`src/rtl/tm1638_driver.sv`:
```
// TM1638 refresh engine: sends 0x40, 0xC0 + 16 data bytes, 0x88|bright, paced by rising edges of clk_div.
// Define KEYSCAN_EN to append the 0x42 key-read frame and expose the keys port.
module tm1638_driver (
  input  logic         clki,
  input  logic         rst,
  input  logic         clk_div,
  input  logic         start,
  input  logic [127:0] seg_data,
  input  logic [2:0]   bright,
  output logic         busy,
  output logic         done,
  output logic         tm_stb,
  output logic         tm_clk,
  output logic         tm_dio_out,
  output logic         tm_dio_oe,
  input  logic         tm_dio_in
`ifdef KEYSCAN_EN
  ,
  output logic [31:0]  keys
`endif
);

  typedef enum logic [2:0] {
    IDLE,
    FRAME_CMD,
    FRAME_DATA,
    FRAME_CTRL,
`ifdef KEYSCAN_EN
    FRAME_KEY,
`endif
    DONE
  } state_t;

  state_t         state_q, state_d, frame_next;
  logic [8:0]     cnt_q, cnt_d, last_cnt;
  logic [2:0]     sync_q;
  logic           step;
  logic           stb_q, stb_d, clk_q, clk_d, dio_q, dio_d, oe_q, oe_d;
  logic [127:0]   seg_q, seg_d;
  logic [2:0]     bright_q, bright_d;
  logic [135:0]   frame_bits;
  logic [7:0]     bit_idx;
`ifdef KEYSCAN_EN
  logic [31:0]    key_buf_q, key_buf_d, keys_q, keys_d;
  logic [4:0]     rd_idx;
`else
  logic           unused_dio;
  assign unused_dio = tm_dio_in;
`endif

  // sync_q[1:0] is the two-flop synchroniser, sync_q[2] remembers the previous value for edge detection
  assign step = sync_q[1] & ~sync_q[2];

  always_comb begin
    frame_bits = '0;
    last_cnt   = 9'd17;
    frame_next = DONE;
    case (state_q)
      FRAME_CMD: begin
        frame_bits[7:0] = 8'h40;
        frame_next      = FRAME_DATA;
      end
      FRAME_DATA: begin
        frame_bits = {seg_q, 8'hC0};
        last_cnt   = 9'd273;
        frame_next = FRAME_CTRL;
      end
      FRAME_CTRL: begin
        frame_bits[7:0] = {5'b10001, bright_q};
`ifdef KEYSCAN_EN
        frame_next      = FRAME_KEY;
`else
        frame_next      = DONE;
`endif
      end
`ifdef KEYSCAN_EN
      FRAME_KEY: begin
        frame_bits[7:0] = 8'h42;
        last_cnt        = 9'd83;
        frame_next      = DONE;
      end
`endif
      default: ;
    endcase
  end

  // Frame step k: 0 lowers STB, odd steps present a bit with CLK low, even steps raise CLK, last raises STB
  always_comb begin
    state_d  = state_q;
    cnt_d    = cnt_q;
    stb_d    = stb_q;
    clk_d    = clk_q;
    dio_d    = dio_q;
    oe_d     = oe_q;
    seg_d    = seg_q;
    bright_d = bright_q;
    bit_idx  = 8'((cnt_q - 9'd1) >> 1);
`ifdef KEYSCAN_EN
    key_buf_d = key_buf_q;
    keys_d    = keys_q;
    rd_idx    = 5'((cnt_q - 9'd19) >> 1);
`endif
    case (state_q)
      IDLE, DONE: begin
        stb_d = 1'b1;
        clk_d = 1'b1;
        dio_d = 1'b1;
        oe_d  = 1'b0;
        if (start) begin
          state_d  = FRAME_CMD;
          cnt_d    = 9'd0;
          seg_d    = seg_data;
          bright_d = bright;
        end else if (state_q == DONE) begin
          state_d = IDLE;
        end
      end
      default: begin
        if (step) begin
          cnt_d = cnt_q + 9'd1;
          if (cnt_q == 9'd0) begin
            stb_d = 1'b0;
            clk_d = 1'b1;
            dio_d = 1'b1;
            oe_d  = 1'b1;
          end else if (cnt_q == last_cnt) begin
            stb_d   = 1'b1;
            clk_d   = 1'b1;
            dio_d   = 1'b1;
            oe_d    = 1'b0;
            cnt_d   = 9'd0;
            state_d = frame_next;
`ifdef KEYSCAN_EN
            if (state_q == FRAME_KEY) keys_d = key_buf_q;
`endif
          end
`ifdef KEYSCAN_EN
          // After the 0x42 byte: two turnaround steps with DIO released, then 32 read bits
          else if (state_q == FRAME_KEY && cnt_q > 9'd16) begin
            oe_d  = 1'b0;
            dio_d = 1'b1;
            if (cnt_q < 9'd19) begin
              clk_d = 1'b1;
            end else if (cnt_q[0]) begin
              clk_d = 1'b0;
            end else begin
              clk_d             = 1'b1;
              key_buf_d[rd_idx] = tm_dio_in;
            end
          end
`endif
          else if (cnt_q[0]) begin
            clk_d = 1'b0;
            dio_d = frame_bits[bit_idx];
            oe_d  = 1'b1;
          end else begin
            clk_d = 1'b1;
            oe_d  = 1'b1;
          end
        end
      end
    endcase
  end

  always_ff @(posedge clki or posedge rst) begin
    if (rst) begin
      state_q  <= IDLE;
      cnt_q    <= 9'd0;
      sync_q   <= 3'b000;
      stb_q    <= 1'b1;
      clk_q    <= 1'b1;
      dio_q    <= 1'b1;
      oe_q     <= 1'b0;
      seg_q    <= '0;
      bright_q <= 3'd0;
`ifdef KEYSCAN_EN
      key_buf_q <= 32'd0;
      keys_q    <= 32'd0;
`endif
    end else begin
      state_q  <= state_d;
      cnt_q    <= cnt_d;
      sync_q   <= {sync_q[1:0], clk_div};
      stb_q    <= stb_d;
      clk_q    <= clk_d;
      dio_q    <= dio_d;
      oe_q     <= oe_d;
      seg_q    <= seg_d;
      bright_q <= bright_d;
`ifdef KEYSCAN_EN
      key_buf_q <= key_buf_d;
      keys_q    <= keys_d;
`endif
    end
  end

  assign busy       = (state_q != IDLE) && (state_q != DONE);
  assign done       = (state_q == DONE);
  assign tm_stb     = stb_q;
  assign tm_clk     = clk_q;
  assign tm_dio_out = dio_q;
  assign tm_dio_oe  = oe_q;
`ifdef KEYSCAN_EN
  assign keys       = keys_q;
`endif

endmodule

```
`config.mk`:
```
export PLATFORM = sky130hd
export DESIGN_NAME = tm1638_driver
export DESIGN_NICKNAME = d
export VERILOG_FILES = /design/src/rtl/tm1638_driver.sv
export SDC_FILE = /design/constraint.sdc
export NUM_CORES = 1
export LEC_CHECK = 0
export BUFFER_PORTS_ARGS = -buffer_cell sky130_fd_sc_hd__buf_2
export CAP_MARGIN = 20
export CORE_ASPECT_RATIO = 0.75
export CORE_UTILIZATION = 37
export CTS_BUF_LIST = sky130_fd_sc_hd__clkbuf_4 sky130_fd_sc_hd__clkbuf_8 sky130_fd_sc_hd__clkbuf_16
export DETAILED_ROUTE_END_ITERATION = 6
export PLACE_DENSITY = 0.59
export SYNTH_ARGS = -nofsm -noshare
export SYNTH_HDL_FRONTEND = slang
export SYNTH_SLANG_ARGS = --single-unit
```
`constraint.sdc`:
```
create_clock -name clki -period 5.15 [get_ports clki]
set_input_delay 0.515 -clock clki [delete_from_list [all_inputs] [get_ports clki]]
set_output_delay 0.515 -clock clki [all_outputs]
set_load 0.02 [all_outputs]
```
Word-level counts from Yosys, hierarchy flattened
Cells that the tools add are included.
{ "classes": {"bitwise": 2, "n_addsub": 2, "n_mux": 35, "n_reduce_logical": 14, "n_eq_ne": 9, "order_cmp": 1} }
{ "ops": {"columns": ["op", "n"], "rows": [
  ["$mux 128", 1],
  ["$mux 9", 6],
  ["$pmux 8 s3", 1],
  ["$mux 1", 19],
  ["$mux 3", 6],
  ["$add 9x1->9 const B", 1],
  ["$eq 9x9->1", 1],
  ["$logic_not 9->1", 1],
  ["$lt 8x9->1 const B", 1],
  ["$sub 9x1->9 const B", 1],
  ["$bmux 1 s8", 1],
  ["$reduce_and 2->1", 4],
  ["$eq 3x2->1 const B", 2],
  ["$ne 3x3->1 const B", 2],
  ["$pmux 3 s2", 1],
  ["$reduce_bool 3->1", 2],
  ["$reduce_and 4->1", 1],
  ["$reduce_bool 2->1", 2],
  ["$reduce_bool 4->1", 1],
  ["$eq 3x1->1 const B", 1],
  ["$eq 3x3->1 const B", 1],
  ["$logic_not 3->1", 1],
  ["$ne 2x1->1 const B", 1],
  ["$ne 2x2->1 const B", 1],
  ["other kinds (4)", 4]
]} }
{ "word_totals": {"ff_bits": 150, "word_cells": 72, "output_inout_bits": 6, "input_bits": 136} }

Longest topological paths before layout
Gate-level depths: netlist of run 1.
{ "depth": {"ltp_word": 9, "mapped_depth": 10, "depth_no_buf": 9} }

Worst setup path before layout of run 1
Ideal clock, no wire load.
{ "synth_timing": {"kind": "register to register", "start": "register cnt_q[0]", "end": "register dio_q (netlist: tm_dio_out)", "setup_ns": 0.077, "stages_incl_launch_ff": 10, "arrival_time_ns": 2.731, "setup_slack_ns": 2.342, "path_cell_list": "dfrtp_1 -> inv_1 -> ha_1 -> inv_2 -> buf_2 -> mux4_2 -> a2111oi_0 -> a311oi_1 -> a41oi_1 -> a21bo_1"} }
{ "synth_via": {"elab_chain_len": 8, "elab_cells_between_ends": 12, "classes_between": "1 x add/sub; 1 x eq/ne; 7 x mux; 3 x reduce/logical"} }
{ "synth_rtl": {"columns": ["item", "line_no", "rtl"], "rows": [
  ["start, declared", "35", "logic [8:0] cnt_q, cnt_d, last_cnt;"],
  ["start signal, assigned", "182", "cnt_q <= cnt_d;"],
  ["$sub 9x1->9", "97", "bit_idx = 8'((cnt_q - 9'd1) >> 1);"],
  ["$bmux 1 s8", "154", "dio_d = frame_bits[bit_idx];"],
  ["$mux 1 (not written as such)", "154", null],
  ["$mux 1", "152", "else if (cnt_q[0]) begin"],
  ["$mux 1", "126", "end else if (cnt_q == last_cnt) begin"],
  ["$mux 1", "121", "if (cnt_q == 9'd0) begin"],
  ["$mux 1", "119", "if (step) begin"],
  ["$mux 1", "103", "case (state_q)"],
  ["end signal, assigned", "186", "dio_q <= dio_d;"],
  ["end, declared", "38", "logic stb_q, stb_d, clk_q, clk_d, dio_q, dio_d, oe_q, oe_d;"]
]} }
Parallel ways exist; a longest one is shown, timed or not. The select of a mux whose other input is x is not followed.
A chain may end at the register's enable or synchronous reset.

Worst setup path in the final report of run 1
Same ends and word-level chain as after synthesis.

==> flow_results.xml, run 1 <==
<?xml version="1.0" encoding="UTF-8"?>
<metrics>
  <group name="run_status">
    <metric name="outcome" unit="">completed</metric>
  </group>
  <group name="power_and_ir_drop">
    <metric name="peakVddDrop" unit="V">0.0002739</metric>
    <metric name="leakagePower" unit="uW">0.003808</metric>
    <metric name="final_total_power" unit="uW">6026</metric>
    <metric name="cellPowerDensity" unit="mW/mm^2">688.5</metric>
  </group>
  <group name="final_layout">
    <metric name="final_nets" unit="">778</metric>
    <metric name="drive_gt1_frac" unit="">0.5660</metric>
    <metric name="layout.cells.most_common_list" unit="">dfrtp_1 (147), buf_2 (140), mux2_2 (137)</metric>
    <metric name="design_area" unit="mm^2">0.008752</metric>
    <metric name="most_frequent_standard_cell_in_the_layout_excluding_fill_and_tap_cells" unit="">dfrtp_1</metric>
    <metric name="synthToLayoutAreaGrowth" unit="%">20.87</metric>
  </group>
  <group name="place">
    <metric name="preCtsSetupSlack" unit="ps">1582</metric>
    <metric name="dpl_cell_area" unit="mm^2">0.008128</metric>
    <metric name="port_buffers" unit="">140</metric>
    <metric name="dp.final_hpwl" unit="um">11520</metric>
    <metric name="gp_congestion" unit="">0.8465</metric>
  </group>
  <group name="sta">
    <metric name="worst_slew_pin_slew" unit="ps">1022</metric>
    <metric name="timing.slew.headroom" unit="">0.3177</metric>
    <metric name="hold_violations" unit="">0</metric>
    <metric name="timing.final.crit_period" unit="ps">3573</metric>
    <metric name="worst_slack_setup_final" unit="ps">1577</metric>
    <metric name="final_setup_vio_count" unit="">0</metric>
    <metric name="max_freq" unit="GHz">0.2799</metric>
    <metric name="grt_setup_unrepaired" unit="">no</metric>
    <metric name="fin_worst_hold_slack" unit="ps">107.9</metric>
    <metric name="timing.clock.skew" unit="ps">8.830</metric>
    <metric name="timing.final.max_slew_violations" unit="">0</metric>
    <metric name="min_period_over_period" unit="">0.6938</metric>
    <metric name="setup_total_negative_slack" unit="ps">0</metric>
  </group>
  <group name="worst_setup_path">
    <metric name="critPathSlowestCell" unit="">xor2_4</metric>
    <metric name="end_kind" unit="">flop</metric>
    <metric name="critPathRequiredTime" unit="ps">5500</metric>
    <metric name="worst_setup_slack_for_register_to_register_paths" unit="ps">1580</metric>
    <metric name="r2r.worst_path.cells" unit="">10</metric>
    <metric name="critPathLaunch" unit="">cnt_q[0]</metric>
    <metric name="worst-path-max-fanout" unit="">22</metric>
    <metric name="rr_endpoint" unit="">tm_dio_out</metric>
    <metric name="critPathCapture" unit="">tm_dio_out</metric>
    <metric name="setup.worst_path.class" unit="">reg -&gt; reg</metric>
    <metric name="worst_ep_arrival_time" unit="ps">3920</metric>
    <metric name="crit_chain" unit="">inv_1 &gt; ha_1 &gt; xor2_4 &gt; buf_4 &gt; mux4_2 &gt; mux2_2 &gt; a21oi_1 &gt; o21ai_0 &gt; a41o_1 &gt; a21bo_1</metric>
    <metric name="max_stage_delay" unit="ps">840</metric>
    <metric name="worstReg2RegStart" unit="">cnt_q[0]</metric>
    <metric name="critPathLaunchType" unit="">flop</metric>
  </group>
  <group name="drt">
    <metric name="wirelength" unit="um">16620</metric>
    <metric name="vias" unit="">4655</metric>
    <metric name="highest-signal-layer" unit="">met5</metric>
    <metric name="avg_vias_per_cell" unit="">5.166</metric>
    <metric name="drt_first_pass_iters" unit="">4</metric>
    <metric name="drc_errors" unit="">0</metric>
    <metric name="detail_route.iter0.violations" unit="">228</metric>
    <metric name="total_met3_wirelength_after_detailed_routing" unit="um">1461</metric>
    <metric name="drtAntennaViolNets" unit="">0</metric>
    <metric name="wl_met2" unit="um">7249</metric>
    <metric name="detail_route.wirelength.met1" unit="um">7669</metric>
    <metric name="post_drt_wl_per_cell" unit="um">18.45</metric>
  </group>
  <group name="clocking">
    <metric name="cts_hold_repair.buffers" unit="">0</metric>
    <metric name="clkSlewWorstSetupHoldPaths" unit="ps">60</metric>
    <metric name="clock_sink_count" unit="">150</metric>
    <metric name="cts_tree" unit="">yes</metric>
    <metric name="h-tree-depth" unit="">4</metric>
    <metric name="clock_path_buffers" unit="">2</metric>
    <metric name="cts.root.buffer_cell" unit="">clkbuf_16</metric>
    <metric name="postCtsSetupBuffers" unit="">0</metric>
    <metric name="clock_insertion_delay_worst_skew" unit="ps">420</metric>
    <metric name="postCtsResizedCells" unit="">0</metric>
    <metric name="cts_made_buffers" unit="">17</metric>
  </group>
  <group name="global_route">
    <metric name="grt_pass1_vias" unit="">4783</metric>
    <metric name="grt_antenna_before_repair" unit="">8</metric>
    <metric name="grt_first_pass_wirelength" unit="um">26780</metric>
    <metric name="grt_start_max_net_pins" unit="">117</metric>
    <metric name="grt.total_usage" unit="">0.1793</metric>
    <metric name="globalRoute.totalOverflow" unit="">0</metric>
  </group>
  <group name="logic_synthesis">
    <metric name="ys_ff_latch" unit="">150</metric>
    <metric name="postSynthAreaPerCell" unit="um^2">14.37</metric>
    <metric name="synth_edf_count" unit="">0</metric>
    <metric name="netlist.area_leader.share" unit="">0.5080</metric>
    <metric name="synth_cell_type_count" unit="">57</metric>
    <metric name="mappedNetlistArea" unit="mm^2">0.007241</metric>
    <metric name="synthTopCellsByArea" unit="">dfrtp_1 (51%), mux2_2 (21%), mux4_2 (9.0%)</metric>
    <metric name="async_reset_ff_frac" unit="">1.000</metric>
    <metric name="syn_inst" unit="">504</metric>
    <metric name="synth_fp_nets" unit="">643</metric>
    <metric name="yosysSeqAreaShare" unit="">0.5189</metric>
    <metric name="ys.flop_type" unit="">dfrtp_1</metric>
    <metric name="synth_top_area_cell" unit="">dfrtp_1</metric>
    <metric name="number_of_warnings_reported_in_the_yosys_synthesis_log" unit="">0</metric>
  </group>
  <group name="floorplan">
    <metric name="dieArea" unit="mm^2">0.02014</metric>
    <metric name="floorplan.core_area" unit="mm^2">0.01883</metric>
    <metric name="num_rows" unit="">43</metric>
    <metric name="num_io_pins" unit="">142</metric>
    <metric name="die-width" unit="um">163.5</metric>
    <metric name="die_height" unit="um">123.2</metric>
    <metric name="initial_utilization" unit="">0.3845</metric>
  </group>
  <group name="min_path">
    <metric name="min_path_type" unit="">in -&gt; async</metric>
  </group>
  <group name="job">
    <metric name="cap_viol_max_count" unit="">0</metric>
  </group>
</metrics>
## registers in the layout, summed over array words and instances (netlist names)
register and cells:
bright_q 3, state_q 3, cnt_q 9, tm_clk 1, tm_dio_oe 1, tm_stb 1
tm_dio_out 1, seg_q 128, sync_q 3
## worst min-delay path by stage
stage	start	endpoint	slack [ps]	cells after the start
floorplan	sync_q[0]	sync_q[1]	330	0
global placement	sync_q[0]	sync_q[1]	350	0
detailed placement	sync_q[0]	sync_q[1]	350	0
CTS	clk_div	sync_q[0]	180	1
global route	rst	seg_q[41]	130	2
finish	rst	seg_q[41]	110	2
## worst max-delay path, delay by kind of cell, from the launching register on
kind | cells | cell delay, ps
flip-flops | 1 | 550
adder cells (fa/ha/maj) | 1 | 310
multiplexers | 2 | 630
buffers and inverters | 2 | 460
AO/OA/AOI/OAI | 4 | 710
XOR/XNOR | 1 | 840
## through the flow
step / util / cells
final: 0.4648 / 901
after global placement: 0.4316 / 866
after detailed placement: 0.4316 / 866
after floorplan: - / 504
after global routing: 0.4647 / 900
after CTS: 0.4631 / 898
## synthesized netlist by cell type (2+ instances only)
library cell and number:
mux2_2 137, nor4_1 3, nand2b_1 6, nor2_1 14, o221ai_1 2, a31oi_1 2
nand2_1 25, xor2_1 3, and3_1 4, mux4_2 29, nor3_1 2, nand3_1 8
buf_2 7, or3_1 2, nand3b_1 2, a41o_1 2, dfstp_2 3, buf_6 6
ha_1 3, buf_1 3, and3_2 2, mux2i_1 5, nor4_2 3, and2_1 2
nand4_1 3, a2111oi_0 3, o31a_1 2, inv_1 6, mux4_1 3, clkbuf_8 2
o21ai_0 21, xnor2_1 6, dfrtp_1 147, nor3_4 2, clkbuf_1 12
## cell type report
type	count	area (um^2)
inverters	7	31.28
multi-input cells	317	3292
clock buffers	19	446.7
fillers	1674	10080
flip-flops and latches	150	3757
repair buffers	146	765.7
diodes	2	5.005
clock inverters	13	145.1
well taps	247	309.0
## power breakdown
group / switching (uW) / total, uW / internal [uW]
registers: 317 / 2070 / 1760
clock network: 514 / 1250 / 737
logic: 1230 / 2700 / 1470
## per-layer routing
metal  track usage  vias to the layer above
li1              -                     2144
met1        0.2400                     2330
met2        0.2669                      147
met3       0.07581                       22
met4       0.04745                       12
met5             0                        -
## logic make-up (layout without fill, tap and decap cells)
kind of cell / count (synthesis) / count (layout) / share of synthesized area
other: 0 / 2 / 0
and+or+nand+nor: 86 / 86 / 0.06843
AOI/OAI and AO/OA: 44 / 44 / 0.04234
muxes: 174 / 174 / 0.3211
adders and majority gates: 3 / 3 / 0.005185
xor gates and xnor gates: 10 / 10 / 0.01469
buffers and inverters: 37 / 185 / 0.02937
DFF: 150 / 150 / 0.5189
Power figures use the tool's default switching activity.
==> run 2, diff against run 1 <==
==> constraint.sdc (replaced) <==
create_clock -name clki -period 3.7 [get_ports clki]
set_input_delay 0.37 -clock clki [delete_from_list [all_inputs] [get_ports clki]]
set_output_delay 0.37 -clock clki [all_outputs]
set_load 0.02 [all_outputs]
==> run 2 against run 1 <==
  * Worst setup slack got worse by 1100 ps
  * Largest cell class unchanged
  * Power up 42%
  * First-iteration DRC count is 46% higher
  * Non-clock buffer count grew 6
  * Cell area rose by 1.4%
  * Critical path depth stayed put
  * Highest routed layer unchanged
  * Critical path type unchanged
  * Die area unchanged
  * Maximum frequency rose by 12%
  * Core utilization grew 0.66 points
  * Sequential power is 40% higher
==> flow_results.xml, run 2 (synthesized netlist as in run 1, its figures left out) <==
<?xml version="1.0" encoding="UTF-8"?>
<metrics>
  <group name="run_status">
    <metric name="outcome" unit="">completed</metric>
  </group>
  <group name="power_and_ir_drop">
    <metric name="peakVddDrop" unit="V">0.0003511</metric>
    <metric name="leakagePower" unit="uW">0.003870</metric>
    <metric name="cellPowerDensity" unit="mW/mm^2">967.0</metric>
  </group>
  <group name="worst_setup_path">
    <metric name="critPathLaunch" unit="">cnt_q[0]</metric>
    <metric name="crit_chain" unit="">inv_1 &gt; ha_1 &gt; inv_2 &gt; buf_4 &gt; mux4_2 &gt; mux2_2 &gt; o22ai_1 &gt; a311oi_1 &gt; a41oi_1 &gt; a21bo_1</metric>
    <metric name="rr_endpoint" unit="">tm_dio_out</metric>
    <metric name="worstReg2RegStart" unit="">cnt_q[0]</metric>
    <metric name="setup.worst_path.class" unit="">reg -&gt; reg</metric>
    <metric name="r2r.worst_path.cells" unit="">10</metric>
    <metric name="critPathSlowestCell" unit="">dfrtp_1</metric>
    <metric name="critPathCapture" unit="">tm_dio_out</metric>
    <metric name="end_kind" unit="">flop</metric>
    <metric name="critPathLaunchType" unit="">flop</metric>
    <metric name="critPathRequiredTime" unit="ps">4050</metric>
    <metric name="max_stage_delay" unit="ps">550</metric>
    <metric name="worst_setup_slack_for_register_to_register_paths" unit="ps">510</metric>
    <metric name="worst-path-max-fanout" unit="">9</metric>
    <metric name="worst_ep_arrival_time" unit="ps">3550</metric>
  </group>
  <group name="sta">
    <metric name="max_freq" unit="GHz">0.3134</metric>
    <metric name="grt_setup_unrepaired" unit="">no</metric>
    <metric name="setup_total_negative_slack" unit="ps">0</metric>
    <metric name="hold_violations" unit="">0</metric>
    <metric name="timing.clock.skew" unit="ps">6.977</metric>
    <metric name="timing.final.crit_period" unit="ps">3191</metric>
    <metric name="timing.final.max_slew_violations" unit="">0</metric>
    <metric name="worst_slew_pin_slew" unit="ps">780.9</metric>
    <metric name="timing.slew.headroom" unit="">0.4786</metric>
    <metric name="min_period_over_period" unit="">0.8624</metric>
    <metric name="fin_worst_hold_slack" unit="ps">65.51</metric>
    <metric name="final_setup_vio_count" unit="">0</metric>
  </group>
  <group name="final_layout">
    <metric name="most_frequent_standard_cell_in_the_layout_excluding_fill_and_tap_cells" unit="">dfrtp_1</metric>
    <metric name="top_register_by_number_of_flip_flops" unit="">seg_q</metric>
    <metric name="synthToLayoutAreaGrowth" unit="%">22.60</metric>
    <metric name="drive_gt1_frac" unit="">0.5677</metric>
    <metric name="flip_flop_count_of_the_largest_register_after_layout" unit="">128</metric>
    <metric name="top_regs" unit="">seg_q (128), cnt_q (9)</metric>
    <metric name="final_nets" unit="">784</metric>
    <metric name="layout.cells.most_common_list" unit="">dfrtp_1 (147), buf_2 (140), mux2_2 (137)</metric>
  </group>
  <group name="place">
    <metric name="port_buffers" unit="">140</metric>
    <metric name="dp.final_hpwl" unit="um">11600</metric>
    <metric name="gp_congestion" unit="">0.8323</metric>
  </group>
  <group name="drt">
    <metric name="post_drt_wl_per_cell" unit="um">17.73</metric>
    <metric name="drtAntennaViolNets" unit="">0</metric>
    <metric name="drt_first_pass_iters" unit="">4</metric>
    <metric name="drc_errors" unit="">0</metric>
    <metric name="wirelength" unit="um">16090</metric>
    <metric name="avg_vias_per_cell" unit="">5.157</metric>
    <metric name="vias" unit="">4677</metric>
    <metric name="detail_route.iter0.violations" unit="">334</metric>
  </group>
  <group name="floorplan">
    <metric name="die-width" unit="um">163.5</metric>
    <metric name="num_io_pins" unit="">142</metric>
    <metric name="initial_utilization" unit="">0.3845</metric>
    <metric name="die_height" unit="um">123.2</metric>
    <metric name="floorplan.core_area" unit="mm^2">0.01883</metric>
    <metric name="num_rows" unit="">43</metric>
    <metric name="dieArea" unit="mm^2">0.02014</metric>
  </group>
  <group name="clocking">
    <metric name="cts_made_buffers" unit="">17</metric>
    <metric name="clock_insertion_delay_worst_skew" unit="ps">420</metric>
    <metric name="cts.root.buffer_cell" unit="">clkbuf_16</metric>
    <metric name="h-tree-depth" unit="">4</metric>
    <metric name="clock_sink_count" unit="">150</metric>
    <metric name="postCtsSetupBuffers" unit="">0</metric>
    <metric name="cts_tree" unit="">yes</metric>
    <metric name="clkSlewWorstSetupHoldPaths" unit="ps">60</metric>
    <metric name="clock_path_buffers" unit="">2</metric>
  </group>
  <group name="global_route">
    <metric name="grt_antenna_before_repair" unit="">6</metric>
    <metric name="grt_first_pass_wirelength" unit="um">26190</metric>
    <metric name="grt.total_usage" unit="">0.1744</metric>
    <metric name="grt_pass1_vias" unit="">4872</metric>
    <metric name="grt_start_max_net_pins" unit="">102</metric>
    <metric name="globalRoute.totalOverflow" unit="">0</metric>
  </group>
  <group name="job">
    <metric name="cap_viol_max_count" unit="">0</metric>
  </group>
  <group name="min_path">
    <metric name="min_path_type" unit="">in -&gt; reg</metric>
  </group>
</metrics>
[run 2: cell count changes in the layout (fill, tap and decap cells not counted), sizes merged]
cell         previous run  this run
clkbuf                 19        22
bufinv                  2         4
diode                   2         3
clkinvlp                3         2
buf                   146       151
clkinv                  4         1
dlygate4sd3             0         1
inv                    11         9
[run 2: stage by stage]
stage / area (um^2) / setup WS (ps) / total power (uW) / cells / util
finish: 8877 / 509.2 / 8584 / 907 / 0.4714
floorplan: 7244 / 891.7 / 5790 / 504 / -
global placement: 8209 / 519.3 / 6688 / 872 / 0.4359
detailed placement: 8209 / 463.0 / 6820 / 872 / 0.4359
global route: 8872 / 292.6 / 9171 / 905 / 0.4712
CTS: 8870 / 456.2 / 8746 / 904 / 0.4710
[run 2: power breakdown]
| group | internal [uW] | switching (uW) | leakage, uW |
|---|---|---|---|
| clock | 1210 | 668 | 0.000317 |
| combinational | 2120 | 1690 | 0.00178 |
| sequential | 2450 | 448 | 0.00178 |
[run 2: worst min path at each step]
| stage | from | end | slack [ps] | depth (start not counted) |
|---|---|---|---|---|
| 3_5_place_dp | rst | seg_q[44] | 260 | 2 |
| 6_report | clk_div | sync_q[0] | 70 | 1 |
| 4_1_cts | clk_div | sync_q[0] | 50 | 1 |
| 2_1_floorplan | sync_q[0] | sync_q[1] | 330 | 0 |
| 5_1_grt | clk_div | sync_q[0] | 50 | 1 |
| 3_3_place_gp | rst | seg_q[44] | 260 | 2 |
[run 2: final cells by class]
class,instances,area (um^2)
antenna,3,7.507
timing repair buffer,152,830.8
clock buffer,22,488.0
sequential,150,3757
inverter,7,30.03
tap,247,309.0
fill,1716,9953
clock inverter,9,162.7
multi-input combinational,317,3292
[run 2: critical path, delay by kind of cell, from the launching register on]
kind / cells / cell delay (ps)
mux: 2 / 840
compound gates: 4 / 710
buf+inv: 3 / 630
flops: 1 / 550
fa+ha+maj: 1 / 390
[run 2: timing repair]
item,4_1_cts,5_1_grt
hold buffers,1,0
hold endpoints to repair,1,0
resized for setup,0,0
[run 2: routing by layer]
layer / track usage / wire length [um] / vias up
met5: 0 / 27 / -
li1: - / - / 2166
met4: 0.04861 / 129 / 4
met1: 0.2308 / 7358 / 2371
met2: 0.2677 / 7378 / 121
met3: 0.06575 / 1190 / 15
